--- config.mk ---
export PLATFORM = sky130hd
export DESIGN_NAME = rc4_scramble
export DESIGN_NICKNAME = d
export VERILOG_FILES = /design/src/rtl/rc4_pkg.sv /design/src/rtl/rc4_scramble.sv
export SDC_FILE = /design/constraint.sdc
export NUM_CORES = 1
export LEC_CHECK = 0
export CELL_PAD_IN_SITES_DETAIL_PLACEMENT = 0
export CELL_PAD_IN_SITES_GLOBAL_PLACEMENT = 2
export CORE_MARGIN = 4
export CORE_UTILIZATION = 33
export DETAILED_ROUTE_END_ITERATION = 8
export PLACE_DENSITY = 0.75
export SYNTH_ARGS = -nofsm -noshare
export SYNTH_HDL_FRONTEND = slang
export SYNTH_SLANG_ARGS = --single-unit
--- constraint.sdc ---
create_clock -name clk -period 4.9 [get_ports clk]
set_clock_uncertainty 0.05 [all_clocks]
set_input_delay 0.49 -clock clk [delete_from_list [all_inputs] [get_ports clk]]
set_output_delay 0.49 -clock clk [all_outputs]
set_load 0.05 [all_outputs]
--- src/rtl/rc4_pkg.sv ---
// Shared definitions for the RC4 key-scheduling engine.
//   ksa_state_t : KSA controller states (one state per clock)
//   KEY_BYTES   : default key length in bytes
//   MEM_DEPTH   : default S-array depth (power of two, index wraps naturally)
//   key_byte()  : picks byte k of a key, byte 0 being the most significant
package rc4_pkg;

  localparam int unsigned KEY_BYTES = 3;
  localparam int unsigned MEM_DEPTH = 256;

  typedef enum logic [3:0] {
    IDLE,
    READ_I,
    WAIT_I,
    CALC_J,
    READ_J,
    WAIT_J,
    WRITE_I,
    WRITE_J,
    INC,
    DONE
  } ksa_state_t;

  // key is right-aligned in 32 bits; nbytes (1..4) gives the real key length.
  function automatic logic [7:0] key_byte(input logic [31:0] key,
                                          input logic [1:0] k,
                                          input int unsigned nbytes);
    logic [7:0] sel;
    sel = '0;
    for (int unsigned b = 0; b < 4; b++) begin
      if (b < nbytes && 32'(k) == b) begin
        sel = key[8*(nbytes-1-b) +: 8];
      end
    end
    return sel;
  endfunction

endpackage

--- src/rtl/rc4_scramble.sv ---
// RC4 key-scheduling (KSA) engine. Permutes an S-array held in an external
// single-port RAM (preloaded with S[i]=i) using secret_key:
//   j = 0; for i in 0..MEM_DEPTH-1: j += S[i] + key[i mod KEY_BYTES]; swap S[i], S[j]
// Every iteration takes exactly 8 clocks; done_scrambling holds until next start.
// Ports:
//   clk             : system clock, rising edge
//   reset           : asynchronous, active-low reset
//   start_scramble  : starts a pass when sampled high in IDLE or DONE
//   secret_key      : key, byte0 in the most significant bits; latched at start
//   ram_q           : S-RAM read data, valid one cycle after the address
//   ram_address     : S-RAM address (registered)
//   ram_data        : S-RAM write data (registered)
//   ram_wren        : S-RAM write enable (registered)
//   done_scrambling : high while the pass is complete
module rc4_scramble
  import rc4_pkg::*;
#(
  parameter int unsigned KEY_BYTES = rc4_pkg::KEY_BYTES,
  parameter int unsigned MEM_DEPTH = rc4_pkg::MEM_DEPTH
) (
  input  logic                         clk,
  input  logic                         reset,
  input  logic                         start_scramble,
  input  logic [8*KEY_BYTES-1:0]       secret_key,
  input  logic [7:0]                   ram_q,
  output logic [$clog2(MEM_DEPTH)-1:0] ram_address,
  output logic [7:0]                   ram_data,
  output logic                         ram_wren,
  output logic                         done_scrambling
);

  localparam int unsigned AW = $clog2(MEM_DEPTH);

  ksa_state_t      state, state_n;
  logic [AW-1:0]   i, i_n;
  logic [AW-1:0]   j, j_n;
  logic [1:0]      k, k_n;
  logic [7:0]      si, si_n;
  logic [7:0]      sj, sj_n;
  logic [31:0]     key_r, key_n;
  logic [AW-1:0]   addr_n;
  logic [7:0]      data_n;
  logic            wren_n;
  logic            done_n;
  logic [7:0]      kb;

  assign kb = key_byte(key_r, k, KEY_BYTES);

  // Next-state and datapath updates, then outputs derived from the state being
  // entered so that the registered outputs are constant for each state.
  always_comb begin
    state_n = state;
    i_n     = i;
    j_n     = j;
    k_n     = k;
    si_n    = si;
    sj_n    = sj;
    key_n   = key_r;
    addr_n  = ram_address;
    data_n  = ram_data;
    wren_n  = 1'b0;
    done_n  = 1'b0;

    unique case (state)
      IDLE, DONE: begin
        if (start_scramble) begin
          state_n = READ_I;
          i_n     = '0;
          j_n     = '0;
          k_n     = '0;
          key_n   = 32'(secret_key);
        end
      end
      READ_I:  state_n = WAIT_I;
      WAIT_I:  state_n = CALC_J;
      CALC_J: begin
        si_n    = ram_q;
        j_n     = j + AW'(ram_q) + AW'(kb);
        state_n = READ_J;
      end
      READ_J:  state_n = WAIT_J;
      // S[j] is already on ram_q here; capturing it one edge early lets
      // WRITE_I present it as registered write data.
      WAIT_J: begin
        sj_n    = ram_q;
        state_n = WRITE_I;
      end
      WRITE_I: state_n = WRITE_J;
      WRITE_J: state_n = INC;
      INC: begin
        if (32'(i) == MEM_DEPTH - 1) begin
          state_n = DONE;
        end else begin
          i_n     = i + 1'b1;
          k_n     = (32'(k) == KEY_BYTES - 1) ? '0 : k + 2'd1;
          state_n = READ_I;
        end
      end
      default: state_n = IDLE;
    endcase

    unique case (state_n)
      READ_I, WAIT_I, CALC_J: addr_n = i_n;
      READ_J, WAIT_J:         addr_n = j_n;
      WRITE_I: begin
        addr_n = i_n;
        data_n = sj_n;
        wren_n = 1'b1;
      end
      WRITE_J: begin
        addr_n = j_n;
        data_n = si_n;
        wren_n = 1'b1;
      end
      DONE:    done_n = 1'b1;
      default: ;
    endcase
  end

  always_ff @(posedge clk or negedge reset) begin
    if (!reset) begin
      state           <= IDLE;
      i               <= '0;
      j               <= '0;
      k               <= '0;
      si              <= '0;
      sj              <= '0;
      key_r           <= '0;
      ram_address     <= '0;
      ram_data        <= '0;
      ram_wren        <= 1'b0;
      done_scrambling <= 1'b0;
    end else begin
      state           <= state_n;
      i               <= i_n;
      j               <= j_n;
      k               <= k_n;
      si              <= si_n;
      sj              <= sj_n;
      key_r           <= key_n;
      ram_address     <= addr_n;
      ram_data        <= data_n;
      ram_wren        <= wren_n;
      done_scrambling <= done_n;
    end
  end

endmodule

Yosys cells after proc, flatten, opt, wreduce, memory -nomap -nowiden:

Cells that the tools add are included.
Widths: inputs -> output; s select.

* bits in registers: 80
* bits in latches: 0
* RAM bits: 0
* memory bits (read-only): 0
* output and inout port bits: 18
* word-level logic and storage cells: 69
* memories kept: 0

* $add $sub $neg: 4
* $mul: 0
* divide/modulo/power cells: 0
* order comparisons: 0
* equality and inequality tests: 22
* shift-type cells: 0
* mux-type cells: 21
* bitwise gates (word level): 0
* reductions and logical operators: 11

Operators with widths (number)
* $mux 8: 8
* $pmux 8 s2: 4
* $pmux 4 s9: 1
* $eq 4x3->1 const B: 8
* $add 8x8->8: 2
* $eq 4x2->1 const B: 4
* $eq 4x4->1 const B: 3
* $add 8x1->8 const B: 1
* $eq 4x1->1 const B: 2
* $eq 8x8->1 const B: 1
* $mux 4: 2
* $mux 2: 3
* $reduce_bool 2->1: 3
* $logic_not 4->1: 1
* $ne 2x2->1 const B: 2
* $pmux 2 s2: 1
* $reduce_or 2->1: 2
* $reduce_or 4->1: 1
* $reduce_and 3->1: 1
* $reduce_or 3->1: 1
* $add 2x1->2 const B: 1
* $eq 2x1->1 const B: 1
* $eq 2x2->1 const B: 1
* $logic_not 2->1: 1
* other kinds (2): 3

Depth between registers and ports, before layout:

* depth in word-level cells: 7
* mapped depth: 15
* depth with buffers taken out: 14

Least setup slack after synthesis:

Ideal clock, no wire load.

* path type: reg2reg
* start point: reg k[0]
* end point: reg ram_address[7]
* setup time: 0.127 ns
* arrival: 3.442 ns
* data required time: 4.723 ns
* setup slack: 1.281 ns
* cell stages (with the launch flop): 16
* path buffers: 1
* clock period less this slack: 3.619 ns
* path through: dfrtp_1 -> buf_1 -> mux2i_1 -> nor2_1 -> a21oi_1 -> fa_1 -> inv_1 -> ha_1 -> fa_1 -> a21oi_1 -> nor2_1 -> a2111oi_0 -> xnor2_1 -> mux2i_1 -> and3_1 -> o22ai_1

* cells in the longest elaborated chain, start to end: 7
* elaborated cells between the ends (all ways): 9

Ends and longest elaborated chain
* start: declaration: RTL line rc4_scramble.sv:37 `logic [1:0] k, k_n;`
* start signal: assignment: RTL line rc4_scramble.sv:137 `k <= k_n;`
* $logic_not 2->1: RTL line rc4_pkg.sv:31 `if (b < nbytes && 32'(k) == b) begin`
* $mux 8 (2 in a row): RTL line rc4_pkg.sv:31
* $mux 8 (*): RTL line rc4_pkg.sv:31
* $add 8x8->8 (*): RTL line rc4_scramble.sv:78 `j_n = j + AW'(ram_q) + AW'(kb);`
* $pmux 8 s2 (*): RTL line rc4_scramble.sv:64 `unique case (state)`
* $pmux 8 s2 (*): RTL line rc4_scramble.sv:102 `unique case (state_n)`
* end signal: assignment: RTL line rc4_scramble.sv:141 `ram_address <= addr_n;`
* end: declaration: RTL line rc4_scramble.sv:26 `output logic [$clog2(MEM_DEPTH)-1:0] ram_address,`

Every way passes the cells marked *; elsewhere a longest branch is shown, timed or not.
A chain may end at the register's enable or synchronous reset.

Worst setup path in the final report:

Ends and elaborated chain as after synthesis.

==> results.cfg <==
[run_status]
outcome = completed

[drt]
wl_per_cell_um = 14.68
routed_wl_mm = 8.544
vias = 2779
drtIter0Drc = 128
antenna_left = 0
viasPerCell = 4.775
drc = 0
drt-pass1-iter-count = 4

[timing]
drv_slew = 0
slew_headroom = 0.4961
tightest_slew_ns = 0.7558
setup_tns_ns = 0
finalCriticalPeriod_ns = 4.024
setup_violations = 0
rsz0062_at_grt = false
min_period_over_period = 0.8212
fin_ws_ns = 0.8760
max_freq_ghz = 0.2485
timing_hold_violations_final = 0

[power]
cellPowerDensity_nw_per_um2 = 702.4
leakagePower_nw = 2.062
ir_drop_mv = 0.2617

[floorplan]
floorplan.initialDensity = 0.3380
core_area_um2 = 10840
dieHeight_um = 113.4
row_count = 38
die-area_um2 = 12850
ios = 53
die_w_um = 113.4

[worst_setup_path]
path_cells = nor2b_1, a21oi_1, fa_1, inv_1, ha_1, fa_1, a21oi_1, nor2_1, a2111oi_0, xnor2_1, mux2i_1, and3_1, o22ai_1
cp-end-kind = flip-flop
start_kind = flip-flop
cpMaxStageDelayCell = a2111oi_0
cp.arrival_ns = 4.20
cpPeakStageDelay_ns = 0.58
cp.required_ns = 5.07
r2r.worst_path.cells = 13
path_class = flip-flop to flip-flop
cp_max_fo = 13

[logic_synthesis]
yosys_most_used_dff = dfrtp_1
synthDistinctLibCells = 47
yosys.area_share.simple = 0.2210
synth_top_family_by_area = simple AND/OR/NAND/NOR gates
muxShareOfSynthArea = 0.06660
ys_ff_latch = 72
seq_area_frac_synth = 0.4918
synth_compound_area_frac = 0.09426
syn_avg_cell_area_um2 = 9.346
yosys-top-cells-area = dfrtp_1, nand2_1, fa_1
synthAdderAreaFrac = 0.06762
synth_cells = 392
async_flop_share = 1.000
yosysMostFrequentCell = nand2_1
synth_top_area_frac = 0.4918
synth_area_um2 = 3664
synthTopCellsByCount = nand2_1, dfrtp_1, o21ai_1
yosysTopAreaCell = dfrtp_1
synthesis.nets = 442
synth_xor_area_frac = 0.01913
ys_warn_count = 0
synth_edf_count = 0

[layout]
nets = 489
antennaDiodeCount = 0
drive_gt1_frac = 0.07466
filler_cell_count = 1125
final_area_um2 = 4456
syn_to_final_growth_pct = 21.62
instances_no_fill = 582

[clock_network]
cts.htree.levels = 3
numCtsBuffers = 9
cts_tree = done
cts_root_buffer = clkbuf_8
clock-sinks = 72
postCtsHoldBufs = 0
postCtsSetupRepairBufs = 0
clockBufferDepth = 2
worstSkewPairLatency_ns = 0.34
clk_pin_slew_ns = 0.08
ctsResizeCount = 0

[global_routing]
grt_use_total = 0.1432
antenna_found_initial = 0
grt_pass1_vias = 2900
gr-total-overflow = 0
grt_max_degree = 44
grt_pass1_wl_mm = 14.59

[job]
maxCapViolCount = 0

[placed_design]
place_inst = 568
place_ws_ns = 0.9185
dp.final_hpwl_mm = 6.123
placed_area_um2 = 4295
gp_congestion = 0.8818
port_buffers = 52

[min_path]
hp-class = input pin to asynchronous set/reset pin
-- layer usage --
layer	global-route usage	up-vias	share of wire
met2	0.2251	48	0.47
li1	-	1398	-
met5	0	-	0
met4	0.04327	0	0.013
met1	0.2001	1324	0.49
met3	0.02834	9	0.032
-- layout by cell type (no fill, tap or decap), drive strengths merged --
cell type | Yosys | layout
nor4 | 1 | 1
nor2 | 14 | 14
or2 | 1 | 1
nor3b | 2 | 2
nand4 | 2 | 2
nor4b | 1 | 1
fa | 8 | 8
a21oi | 11 | 11
nand3b | 1 | 1
a211oi | 3 | 3
xnor2 | 6 | 6
nor3 | 6 | 6
nor2b | 2 | 2
inv | 15 | 15
and4 | 1 | 1
ha | 7 | 7
buf | 8 | 5
mux2i | 15 | 15
clkbuf | 12 | 10
o21ai | 23 | 23
clkdlybuf4s50 | 0 | 51
a2111oi | 1 | 1
nand3 | 11 | 11
and3 | 4 | 4
nand2 | 124 | 124
o22ai | 2 | 2
clkinvlp | 0 | 1
xor2 | 2 | 2
or3 | 2 | 2
a21o | 1 | 1
a22oi | 8 | 8
nand2b | 10 | 10
dfrtp | 72 | 72
and2 | 1 | 1
clkinv | 0 | 3
o31ai | 3 | 3
mux2 | 8 | 8
o221a | 1 | 1
o211ai | 3 | 3
-- through the flow --
step	power (mW)	hold WS, ns	utilization
final	3.130	0.1632	0.4110
after CTS	3.185	0.1857	0.4110
after global placement	2.745	0.4082	0.3962
after global routing	3.413	0.2169	0.4110
after detailed placement	2.761	0.4117	0.3962
after floorplan	2.311	0.1444	-
-- critical path, delay by kind of cell (launching register included) --
family / cells / cell delay [ns]
fa+ha+maj: 3 / 1.13
compound gates: 4 / 1.01
simple gates: 3 / 0.66
flops: 1 / 0.57
mux: 1 / 0.24
xor+xnor: 1 / 0.20
buf+inv: 1 / 0.04
-- cell type report --
class	count	area [um2]	area share
Inverter	15	56.30	0.01264
Sequential cell	72	1802	0.4044
Multi-Input combinational cell	285	1717	0.3853
Clock buffer	10	137.6	0.03089
Timing Repair Buffer	56	545.5	0.1224
Clock inverter	4	22.52	0.005055
Tap cell	140	175.2	0.03931
-- cells by family (layout without fill, tap and decap cells) --
group | count (synthesis) | after routing
buffers and inverters | 35 | 85
adders and majority gates | 15 | 15
AOI/OAI and AO/OA | 56 | 56
and+or+nand+nor | 183 | 183
xor gates and xnor gates | 8 | 8
DFF | 72 | 72
muxes | 23 | 23
-- registers in the layout, indices dropped and copies added, names as in the netlist --
signal,flops
key_r,24
i,8
j,8
ram_address,8
ram_data,8
si,8
state,4
k,2
done_scrambling,1
ram_wren,1
-- final timing paths --
path	startpoint	end	slack (ns)
max in group asynchronous	reset	k[1]	3.60
worst min register to register	si[7]	si[7]	0.43
min in group clk	si[7]	si[7]	0.43
worst max-delay path	k[0]	ram_address[7]	0.88
worst min-delay path	reset	done_scrambling	0.16
worst max register to register	k[0]	ram_address[7]	0.88
-- report_power, final --
group | switching (mW) | internal (mW) | leakage [nW] | total (mW)
sequential | 0.205 | 0.840 | 0.923 | 1.05
clock | 0.218 | 0.189 | 0.0838 | 0.407
combinational | 0.985 | 0.692 | 1.06 | 1.68
No activity file was read; power rests on OpenSTA's default activity.
